$ cat config.mk
export PLATFORM = sky130hd
export DESIGN_NAME = data_mem_arbiter
export DESIGN_NICKNAME = d
export VERILOG_FILES = /design/src/rtl/data_mem_arbiter_pkg.sv /design/src/rtl/data_mem_arbiter_rr_arb2.sv /design/src/rtl/data_mem_arbiter.sv
export SDC_FILE = /design/constraint.sdc
export NUM_CORES = 1
export LEC_CHECK = 0
export CAP_MARGIN = 20
export CORE_UTILIZATION = 28
export CTS_CLUSTER_SIZE = 8
export DETAILED_ROUTE_END_ITERATION = 7
export MAX_ROUTING_LAYER = met4
export PLACE_DENSITY = 0.63
export SLEW_MARGIN = 20
export SYNTH_ARGS = -nofsm -noshare
export SYNTH_HDL_FRONTEND = slang
export SYNTH_SLANG_ARGS = --single-unit
$ cat constraint.sdc
create_clock -name clk -period 1.6 [get_ports clk]
set_input_delay 0.16 -clock clk [delete_from_list [all_inputs] [get_ports clk]]
set_output_delay 0.16 -clock clk [all_outputs]
set_load 0.03 [all_outputs]
$ cat src/rtl/data_mem_arbiter_pkg.sv
// Shared state encoding, default widths and port index constants for the data memory arbiter.
package data_mem_arbiter_pkg;

    typedef enum logic {
        IDLE   = 1'b0,
        ACCESS = 1'b1
    } arb_state_t;

    localparam int DEF_ADDR_W = 8;
    localparam int DEF_DATA_W = 8;

    localparam logic PORT0 = 1'b0;
    localparam logic PORT1 = 1'b1;

endpackage

$ cat src/rtl/data_mem_arbiter_rr_arb2.sv
// Two-way combinational tie-break: turns the two requests and the last grant into a one-hot grant.
module data_mem_arbiter_rr_arb2
    import data_mem_arbiter_pkg::*;
#(
    parameter int FIXED_PRIO = 0
)
(
    input  logic       req0,
    input  logic       req1,
    input  logic       last_grant,
    output logic [1:0] grant
);

    // A lone requester wins; a tie goes to port 0 in fixed mode, otherwise to the port not served last.
    always_comb begin
        grant = 2'b00;
        if (req0 && req1) begin
            if ((FIXED_PRIO != 0) || (last_grant == PORT1)) begin
                grant = 2'b01;
            end else begin
                grant = 2'b10;
            end
        end else if (req0) begin
            grant = 2'b01;
        end else if (req1) begin
            grant = 2'b10;
        end
    end

endmodule

$ cat src/rtl/data_mem_arbiter.sv
// Shares the single negedge-sampled data memory port between the CPU (port 0) and the DMA (port 1),
// one registered access every two clocks, with read data returned on a one-cycle rvalid pulse.
module data_mem_arbiter
    import data_mem_arbiter_pkg::*;
#(
    parameter int ADDR_W     = DEF_ADDR_W,
    parameter int DATA_W     = DEF_DATA_W,
    parameter int FIXED_PRIO = 0
)
(
    input  logic              clk,
    input  logic              rst_n,
    input  logic              req0,
    input  logic              we0,
    input  logic [ADDR_W-1:0] addr0,
    input  logic [DATA_W-1:0] wdata0,
    input  logic              req1,
    input  logic              we1,
    input  logic [ADDR_W-1:0] addr1,
    input  logic [DATA_W-1:0] wdata1,
    output logic              gnt0,
    output logic              gnt1,
    output logic              rvalid0,
    output logic              rvalid1,
    output logic [DATA_W-1:0] rdata,
    output logic              busy,
    output logic [ADDR_W-1:0] mem_addr,
    output logic              mem_we,
    output logic [DATA_W-1:0] mem_wdata,
    input  logic [DATA_W-1:0] mem_rdata
);

    arb_state_t        state_q;
    arb_state_t        state_d;
    logic              last_grant_q;
    logic              last_grant_d;
    logic [1:0]        grant;
    logic              winner;
    logic [ADDR_W-1:0] mem_addr_d;
    logic              mem_we_d;
    logic [DATA_W-1:0] mem_wdata_d;
    logic              gnt0_d;
    logic              gnt1_d;
    logic              rvalid0_d;
    logic              rvalid1_d;
    logic [DATA_W-1:0] rdata_d;
    logic              busy_d;

    data_mem_arbiter_rr_arb2 #(
        .FIXED_PRIO (FIXED_PRIO)
    ) u_rr_arb2 (
        .req0       (req0),
        .req1       (req1),
        .last_grant (last_grant_q),
        .grant      (grant)
    );

    assign winner = grant[1] ? PORT1 : PORT0;

    // Next-state and next-output logic; during ACCESS the port in flight is last_grant and a read is !mem_we.
    always_comb begin
        state_d      = state_q;
        last_grant_d = last_grant_q;
        mem_addr_d   = mem_addr;
        mem_we_d     = 1'b0;
        mem_wdata_d  = mem_wdata;
        gnt0_d       = 1'b0;
        gnt1_d       = 1'b0;
        rvalid0_d    = 1'b0;
        rvalid1_d    = 1'b0;
        rdata_d      = rdata;
        busy_d       = 1'b0;
        case (state_q)
            IDLE: begin
                if (req0 || req1) begin
                    state_d      = ACCESS;
                    last_grant_d = winner;
                    mem_addr_d   = (winner == PORT1) ? addr1  : addr0;
                    mem_we_d     = (winner == PORT1) ? we1    : we0;
                    mem_wdata_d  = (winner == PORT1) ? wdata1 : wdata0;
                    gnt0_d       = (winner == PORT0);
                    gnt1_d       = (winner == PORT1);
                    busy_d       = 1'b1;
                end
            end
            ACCESS: begin
                state_d = IDLE;
                if (!mem_we) begin
                    rdata_d   = mem_rdata;
                    rvalid0_d = (last_grant_q == PORT0);
                    rvalid1_d = (last_grant_q == PORT1);
                end
            end
            default: begin
                state_d = IDLE;
            end
        endcase
    end

    // State and output registers; reset drops mem_we at once so no write lands while reset is held.
    always_ff @(posedge clk or negedge rst_n) begin
        if (!rst_n) begin
            state_q      <= IDLE;
            last_grant_q <= PORT1;
            mem_addr     <= '0;
            mem_we       <= 1'b0;
            mem_wdata    <= '0;
            gnt0         <= 1'b0;
            gnt1         <= 1'b0;
            rvalid0      <= 1'b0;
            rvalid1      <= 1'b0;
            rdata        <= '0;
            busy         <= 1'b0;
        end else begin
            state_q      <= state_d;
            last_grant_q <= last_grant_d;
            mem_addr     <= mem_addr_d;
            mem_we       <= mem_we_d;
            mem_wdata    <= mem_wdata_d;
            gnt0         <= gnt0_d;
            gnt1         <= gnt1_d;
            rvalid0      <= rvalid0_d;
            rvalid1      <= rvalid1_d;
            rdata        <= rdata_d;
            busy         <= busy_d;
        end
    end

endmodule
==> results.sh <==
export IMPL_status="finished, final reports clean"
export IMPL_ys_flop_type="dfrtp_1"
export IMPL_ys_seq_area_share_pct=56.1
export IMPL_cts_resized=0
export IMPL_die_area_um2=5230
export IMPL_cts_buffers_inserted=5
export IMPL_crit_buf_inv=1
export IMPL_viasPerCell=4.22
export IMPL_ioPinCount=76
export IMPL_ys_warn_count=0
export IMPL_ys_types=21
export IMPL_slew_headroom_pct=73.9
export IMPL_final_common_cell="clkdlybuf4s50_1"
export IMPL_dr_total_vias=1156
export IMPL_postSynthAreaPerCell_um2=11.2
export IMPL_arrival_ns=1.38
export IMPL_grt_pass1_vias=1132
export IMPL_path_cells="clkdlybuf4s50_1"
export IMPL_insertion_delay_ns=0.28
export IMPL_chipHeight_um=72.3
export IMPL_cp_top_family="buffers and inverters"
export IMPL_critPathMaxFanout=3
export IMPL_htreeDepth=2
export IMPL_dp_cells=266
export IMPL_synth_edf_count=0
export IMPL_ys_ff_latch=31
export IMPL_wl_met2_um=1470
export IMPL_synthCells=124
export IMPL_clk_pin_slew_ns=0.06
export IMPL_clockRootBuffer="clkbuf_8"
export IMPL_tns_ns=0
export IMPL_hold_viol=0
export IMPL_first_pass_iters=4
export IMPL_route_final_wire_length_um=3090
export IMPL_cts_hold_buf=0
export IMPL_synth_area_um2=1390
export IMPL_cp_end_kind="primary output"
export IMPL_postRouteAntennaNets=0
export IMPL_synth_nets=170
export IMPL_setup_viol=0
export IMPL_async_flop_share_pct=100
export IMPL_syn2layout_area_growth_pct=66.9
export IMPL_finalCriticalPeriod_ns=1.54
export IMPL_post_route_period_util_pct=96.4
export IMPL_place_congestion=0.696
export IMPL_startpoint_type="register"
export IMPL_grt_util_all_layers_pct=13.2
export IMPL_critPathRequiredTime_ns=1.44
export IMPL_clock_fmax_ghz=0.648
export IMPL_drive_gt1_share_pct=19.3
export IMPL_drt_iter0_drc=57
export IMPL_critical_path_slowest_cell="clkdlybuf4s50_1"
export IMPL_slew_viol_final=0
export IMPL_grt_start_max_net_pins=32
export IMPL_initial_core_util_pct=29.1
export IMPL_drcViolationCount=0
export IMPL_cts_sinks=31
export IMPL_route_met3_wl_um=223
export IMPL_dp_hpwl_um=2280
export IMPL_wl_per_cell_um=11.3
export IMPL_nets=252
export IMPL_p_per_area_nw_per_um2=1210
export IMPL_maxCapViolations=0
export IMPL_final_cell_mix="clkdlybuf4s50_1, dfrtp_1, nand2_1"
export IMPL_dieWidth_um=72.3
export IMPL_highest_layer="met4"
export IMPL_m1WireLength_um=1320
export IMPL_n_antenna_cell=0
export IMPL_num_rows=25
export IMPL_p_leak_uw=0.000943
export IMPL_holdCritPathClass="in2async"
export IMPL_skew_ns=0.00491
export IMPL_grt_ovfl_total=0
export IMPL_stdcell_count=274
export IMPL_nFillCells=448
export IMPL_antenna_found_initial=0
export IMPL_rsz0062_at_grt="no"
export IMPL_tightest_slew_ns=0.391
export IMPL_peakVddDrop_uv=528
export IMPL_grt_pass1_wl_um=5000
export IMPL_cts_buffer_depth=2
export IMPL_postCtsSetupRepairBufs=0
export IMPL_io_buffer_count=75
export IMPL_critPathKind="reg2out"
export IMPL_core_area_um2=4750
export IMPL_critPathMaxStageDelay_ns=0.69
export IMPL_cts_tree="built"
-- routing by layer --
metal  track usage (%)  up-vias
li1                  -      580
met1              15.0      520
met2              20.8       49
met3              3.89        7
met4              7.19        0
met5                 -        -
-- power breakdown --
group / internal [uW] / switching [uW] / total, uW
Combinational: 554 / 609 / 1160
Sequential: 959 / 95.8 / 1060
Clock: 304 / 267 / 571
Total: 1820 / 972 / 2790
-- final cells by class --
cell class	count	area [um2]	share of cell area, %
well taps	67	83.8	3.63
flip-flops and latches	31	777	33.6
inverters	1	3.75	0.162
multi-input cells	85	538	23.3
repair buffers	82	828	35.8
clock buffers	7	76.3	3.30
clock inverters	1	5.00	0.216
-- logic make-up after synthesis --
family | Yosys count | share of synthesized area (%)
compound gates | 22 | 15.0
buf+inv | 8 | 5.06
flops | 31 | 56.1
mux | 8 | 6.50
simple gates | 55 | 17.3
-- synth_stat cells, types with 2 or more instances --
| library cell | n | share of area [%] |
|---|---|---|
| nor2_1 | 17 | 4.6 |
| buf_4 | 4 | 2.2 |
| and2_1 | 2 | 0.90 |
| dfrtp_1 | 30 | 54 |
| a31oi_2 | 8 | 7.2 |
| mux2_2 | 8 | 6.5 |
| nand2_2 | 8 | 3.6 |
| a31oi_1 | 9 | 4.1 |
| nand2_1 | 26 | 7.0 |
-- worst paths after layout --
path	cells past startpoint	to	start	slack [ns]
worst max-delay path	1	mem_we	mem_we$_DFF_PN0_	0.06
worst min-delay path	2	mem_wdata[0]$_DFFE_PN0P_	rst_n	0.28
worst max register to register	4	mem_wdata[4]$_DFFE_PN0P_	last_grant_q$_DFFE_PN1P_	0.33
worst min register to register	1	gnt1$_DFF_PN0_	busy$_DFF_PN0_	0.49
max in group asynchronous	2	last_grant_q$_DFFE_PN1P_	rst_n	1.00
min in group clk	3	mem_we$_DFF_PN0_	we0	0.44
-- flip-flops by register name, summed over array words and instances (netlist names) --
name / cells
gnt0: 1
mem_we: 1
rdata: 8
last_grant_q: 1
rvalid1: 1
mem_addr: 8
gnt1: 1
busy: 1
mem_wdata: 8
rvalid0: 1
-- per-stage QoR --
step	utilization (%)	cell area [um2]	setup slack [ns]	power, uW	hold slack (ns)
floorplan	-	1390	0.236	1720	-0.136
global placement	46.9	2230	0.188	2240	0.480
detailed placement	46.9	2230	0.140	2250	0.495
CTS	48.6	2310	0.0441	2840	0.292
global route	48.6	2310	0.00237	2960	0.308
finish	48.6	2310	0.0572	2790	0.276
Note: power is estimated with default switching activity, not from simulation.
